--- config.mk ---
export PLATFORM = sky130hd
export DESIGN_NAME = pc_redirect_ctrl
export DESIGN_NICKNAME = d
export VERILOG_FILES = /design/src/rtl/pc_redirect_ctrl.sv
export SDC_FILE = /design/constraint.sdc
export NUM_CORES = 1
export LEC_CHECK = 0
export ABC_CLOCK_PERIOD_IN_PS = 5200
export CORE_MARGIN = 5
export CORE_UTILIZATION = 30
export DETAILED_ROUTE_END_ITERATION = 10
export HOLD_SLACK_MARGIN = 0.03
export PLACE_DENSITY = 0.72
export SYNTH_ARGS = -nofsm -noshare
export SYNTH_HDL_FRONTEND = slang
export SYNTH_SLANG_ARGS = --single-unit
--- constraint.sdc ---
create_clock -name clk -period 5.2 [get_ports clk]
set_clock_uncertainty 0.1 [all_clocks]
set_input_delay 0.52 -clock clk [delete_from_list [all_inputs] [get_ports clk]]
set_output_delay 0.52 -clock clk [all_outputs]
set_load 0.05 [all_outputs]
--- src/rtl/pc_redirect_ctrl.sv ---
// Fetch PC register and taken-branch redirect controller with post-redirect shadow window.
// Optional statistics counters are built when PC_REDIRECT_STATS_EN is defined.
module pc_redirect_ctrl #(
    parameter int unsigned          PC_WIDTH     = 32,
    parameter logic [PC_WIDTH-1:0]  RESET_PC     = '0,
    parameter int unsigned          FLUSH_CYCLES = 3
) (
    input  logic                clk,
    input  logic                reset,
    input  logic                PCSrc,
    input  logic [PC_WIDTH-1:0] branch_target,
    input  logic                stall,
    output logic [PC_WIDTH-1:0] pc,
    output logic [PC_WIDTH-1:0] pc_plus4,
    output logic                if_id_flush,
    output logic                id_ex_flush,
    output logic                ex_mem_flush,
    output logic                redirect_busy,
    output logic                align_err,
    output logic [15:0]         taken_count,
    output logic [15:0]         masked_count
);

    typedef enum logic {
        RUN    = 1'b0,
        SHADOW = 1'b1
    } state_t;

    state_t              r_state;
    logic [2:0]          r_shadow_cnt;
    logic [PC_WIDTH-1:0] r_pc;
    logic                r_align_err;
    logic                w_accept;
    logic [PC_WIDTH-1:0] w_pc_plus4;
    logic [PC_WIDTH-1:0] w_target_aligned;

    assign w_accept         = PCSrc & (r_state == RUN) & ~reset;
    assign w_pc_plus4       = r_pc + PC_WIDTH'(4);
    assign w_target_aligned = {branch_target[PC_WIDTH-1:2], 2'b00};

    always_ff @(posedge clk) begin
        if (reset) begin
            r_pc         <= RESET_PC;
            r_state      <= RUN;
            r_shadow_cnt <= 3'd0;
            r_align_err  <= 1'b0;
        end else begin
            case (r_state)
                RUN: begin
                    if (w_accept) begin
                        r_pc         <= w_target_aligned;
                        r_shadow_cnt <= 3'(FLUSH_CYCLES);
                        r_state      <= SHADOW;
                        if (branch_target[1:0] != 2'b00) begin
                            r_align_err <= 1'b1;
                        end
                    end else if (!stall) begin
                        r_pc <= w_pc_plus4;
                    end
                end
                SHADOW: begin
                    // The window drains on wall-clock cycles, independent of stall.
                    if (!stall) begin
                        r_pc <= w_pc_plus4;
                    end
                    r_shadow_cnt <= r_shadow_cnt - 3'd1;
                    if (r_shadow_cnt == 3'd1) begin
                        r_state <= RUN;
                    end
                end
                default: r_state <= RUN;
            endcase
        end
    end

`ifdef PC_REDIRECT_STATS_EN
    function automatic logic [15:0] sat_inc16(input logic [15:0] v);
        return (v == 16'hFFFF) ? v : v + 16'd1;
    endfunction

    logic [15:0] r_taken_count;
    logic [15:0] r_masked_count;

    always_ff @(posedge clk) begin
        if (reset) begin
            r_taken_count  <= 16'h0000;
            r_masked_count <= 16'h0000;
        end else begin
            if (w_accept) begin
                r_taken_count <= sat_inc16(r_taken_count);
            end
            if (PCSrc && (r_state == SHADOW)) begin
                r_masked_count <= sat_inc16(r_masked_count);
            end
        end
    end

    assign taken_count  = r_taken_count;
    assign masked_count = r_masked_count;
`else
    assign taken_count  = 16'h0000;
    assign masked_count = 16'h0000;
`endif

    assign pc            = r_pc;
    assign pc_plus4      = w_pc_plus4;
    assign if_id_flush   = w_accept;
    assign id_ex_flush   = w_accept;
    assign ex_mem_flush  = w_accept;
    assign redirect_busy = (r_state == SHADOW);
    assign align_err     = r_align_err;

endmodule
# Yosys cells after proc, flatten, opt, wreduce, memory -nomap -nowiden
# Index checks and enable logic that the tools add are counted.
dict set report totals {
  output_inout_bits 101
  latchBits 0
  word_cells 22
  in_bits 36
  mem_bits_ro 0
  memories 0
  ff_bits 37
  ramBits 0
}
dict set report op_classes {
  n_eq_ne 2
  muxes 8
  shifts 0
  div 0
  n_lt_le_gt_ge 0
  addsub 2
  multipliers 0
  reduce_logical 2
  bitwise 4
}
# op count
set ops {}
lappend ops {{32-bit two-way mux} 2}
lappend ops {{32-bit one-hot mux with 2 select lines} 1}
lappend ops {{32-bit by 3-bit adder with 32-bit output, second input constant} 1}
lappend ops {{3-bit one-hot mux with 2 select lines} 1}
lappend ops {{3-bit by 1-bit == test with 1-bit output, second input constant} 1}
lappend ops {{3-bit two-way mux} 1}
lappend ops {{3-bit AND reduction} 1}
lappend ops {{3-bit by 1-bit subtractor with 3-bit output, second input constant} 1}
lappend ops {{1-bit AND} 2}
lappend ops {{1-bit two-way mux} 2}
lappend ops {{2-bit inequality test, second input constant} 1}
lappend ops {{1-bit NOT} 2}
lappend ops {{1-bit one-hot mux with 2 select lines} 1}
lappend ops {{2-bit nonzero test} 1}

# Logic depth before layout (Yosys ltp)
dict set report logic_depth {
  ltp_word 5
  ltp_mapped 7
  depth_no_buf 5
}

# Worst setup path before layout
# Ideal clock, no wire load.
dict set report synth_path {
  kind {reg-to-output}
  from {register r_pc[2] (netlist: pc[2])}
  to {output pc_plus4[30]}
  path_buffers 1
  arrival_time_ns 2.942
  path_slack_ns 1.638
  required_ns 4.580
  path_stages_with_launch 7
  cell_sequence {dfxtp_1 ha_1 nand2_1 or4_1 buf_2 or3_1 xnor2_1}
}
dict set report synth_via {
  elab_chain_cells 1
}
# element line_no
set synth_rtl {}
lappend synth_rtl {{start: declaration} 31} ;# logic [PC_WIDTH-1:0] r_pc;
lappend synth_rtl {{start signal: assignment} 51} ;# r_pc <= w_target_aligned;
lappend synth_rtl {{start signal: assignment} 58} ;# r_pc <= w_pc_plus4;
lappend synth_rtl {{start signal: assignment} 64} ;# r_pc <= w_pc_plus4;
lappend synth_rtl {{32-bit by 3-bit adder with 32-bit output} 38} ;# assign w_pc_plus4 = r_pc + PC_WIDTH'(4);
lappend synth_rtl {{end: declaration} 14} ;# output logic [PC_WIDTH-1:0] pc_plus4,
# No other way between the ends.

# Worst setup path after layout
dict set report layout_path {
  from {register r_pc[4] (netlist: pc[4])}
  to {output pc_plus4[31]}
}
# Same word-level chain as after synthesis.

==> flow_summary.toml <==
[power]
power.density_nw_per_um2 = 245
power_switching_uw = 389
seqPwrFrac = 0.356
p_comb_frac = 0.403
p_leak_uw = 0.00131
switching_share = 0.425
ir_drop_v = 0.000146
clockPowerShare = 0.242
internal-power_uw = 527

[logic_synthesis]
ys_ff_latch = 35
yosysTopAreaCell = "dfxtp_1"
yosysMostFrequentCell = "nor2_1"
syn-cell-area_um2 = 2750
syn_inst = 363
syn_area_per_cell_um2 = 7.56
yosysSeqAreaShare = 0.255
ys_top_cells_by_area = "dfxtp_1 (26%), buf_4 (10%), xnor2_1 (7.7%)"
yosys_most_used_dff = "dfxtp_1"
ys_async_sr_fraction = 0
synth_enable_flop_cells = 0
yosysTopAreaCellShare = 0.255
synth_warnings = 0
netlist_top_cells_count = "nor2_1 (39), buf_4 (38), dfxtp_1 (35)"
synthDistinctLibCells = 43

[cts]
clk_pin_slew_worst_paths_ns = 0.07
cts.sinks = 35
clock_latency_ns = 0.28
holdBufCountCts = 0
clockBufferDepth = 2
tritoncts = "done"
cts_made_buffers = 5
cts_setup_buffers = 0
ctsResizeCount = 0
htree_levels = 2
cts_root_buf = "clkbuf_8"

[routing]
drt_iter0_markers = 149
final_antenna_net_count = 0
remaining_drc_errors = 0
wl_mm = 8.44
post_drt_wl_per_cell_um = 15.2
via_per_inst = 5.09
vias = 2822
drtPass1Iterations = 4

[cells_and_area]
fin_cells = 554
stdcell_area_um2 = 3740
nets = 481
drive_gt1_frac = 0.0339
area_growth_pct = 36.3
antennaDiodeCount = 0

[timing]
rsz0062_at_grt = "false"
hold_viol_final = 0
min_period_over_period = 0.784
min_period_ns = 4.08
slew_headroom = 0.298
fmax_mhz = 245
fin_tns_setup_ns = 0
tightestPinTransition_ns = 1.04
whs_ns = 0.376
report.final.slew_viol_count = 0
setup_viol = 0

[global_route]
grt_pass1_wl_mm = 13.3
grt_usage = 0.142
antenna_found_initial = 0
grt_pass1_vias = 2658
grt_max_degree = 57
grt.overflow.total = 0

[placement]
place_area_um2 = 3640
gp_congestion = 0.800
dp_hpwl_mm = 6.45
port_buffers = 100
placed_cells = 546

[critical_path]
critPathRequiredTime_ns = 4.58
startpoint_type = "register"
critPathSlowestCell = "nor4_1"
cp.arrival_ns = 3.46
slowest_delay_ns = 1.01
crit_type = "register to output pin"
critPathMaxFanout = 15
worstPathCellList = "nand3_1 -> nor4_1 -> nand4_1 -> xnor2_1 -> clkdlybuf4s50_1"
endpoint_kind = "output pin"

[floorplanning]
rows = 35
die_area_um2 = 11200
coreArea_um2 = 9060
die_w_um = 106
start_util = 0.303
die_h_um = 106
boundaryPins = 137

[hold_path]
hp-class = "register to register"

[flow_run]
max_cap_violations = 0

[status]
status = "finished, final reports clean"
==> metal layers <==
layer  vias to the layer above  track usage  routed length [µm]
li1                       1386            -                   -
met1                      1307        0.173                3520
met2                       117        0.242                4110
met3                        12       0.0416                 664
met4                         0       0.0426                 145
met5                         -            0                   0
==> critical path, delay by kind of cell (launching register included) <==
family	cells	cell delay, ns
XOR/XNOR	1	0.22
AND/OR/NAND/NOR	3	1.66
buffers and inverters	1	0.83
flip-flops	1	0.46
==> power by group through the flow <==
| stage | Clock (µW) | Combinational, µW | Sequential, µW |
|---|---|---|---|
| floorplan | 0 | 226 | 378 |
| global placement | 0 | 367 | 329 |
| detailed placement | 0 | 369 | 331 |
| CTS | 228 | 370 | 325 |
| global route | 238 | 386 | 331 |
| finish | 221 | 369 | 325 |
==> worst paths after layout <==
path,end,slack [ns],cells past startpoint,from
worst max-delay path,pc_plus4[31],1.12,5,pc[4]
worst min-delay path,align_err,0.38,2,align_err
worst max register to register,pc[31],2.49,6,redirect_busy
worst min register to register,align_err,0.38,2,align_err
==> layout by cell type, fill, tap and decap left out, types with 6 or more instances in the layout <==
master,count
clkdlybuf4s50_1,100
nor2_1,39
conb_1,36
dfxtp_1,35
xnor2_1,24
nand2_1,22
nor3_1,19
nor4_1,14
a211oi_1,14
xor2_1,13
a311oi_1,13
inv_1,12
or4_1,12
nand3_1,11
nand4_1,10
o21ai_0,7
clkbuf_8,7
and4_1,6
or3_1,6
==> cell families after synthesis <==
| family | share of synthesized area |
|---|---|
| DFF | 0.255 |
| xor gates and xnor gates | 0.118 |
| other | 0.00137 |
| muxes | 0.00365 |
| adders and majority gates | 0.0137 |
| AOI/OAI and AO/OA | 0.140 |
| buffers and inverters | 0.166 |
| and+or+nand+nor | 0.301 |
==> through the flow <==
stage          total power, µW  worst slack [ns]  utilization
2_1_floorplan              604              1.64            -
3_3_place_gp               696              1.41        0.402
3_5_place_dp               700              1.37        0.402
4_1_cts                    923              1.06        0.413
5_1_grt                    954             0.891        0.413
6_report                   915              1.12        0.413
==> area by class of cell <==
cell class                      instances  area (µm²)
Clock buffer                            8         100
Fill cell                             920        5320
Timing Repair Buffer                  105        1040
Inverter                               12        45.0
Multi-Input combinational cell        283        1720
Sequential cell                        35         701
Tap cell                              111         139
==> registers in the layout, summed over array words and instances (netlist names) <==
signal,flops
pc,30
redirect_busy,1
r_shadow_cnt,3
align_err,1
Note: power is estimated with default switching activity, not from simulation.
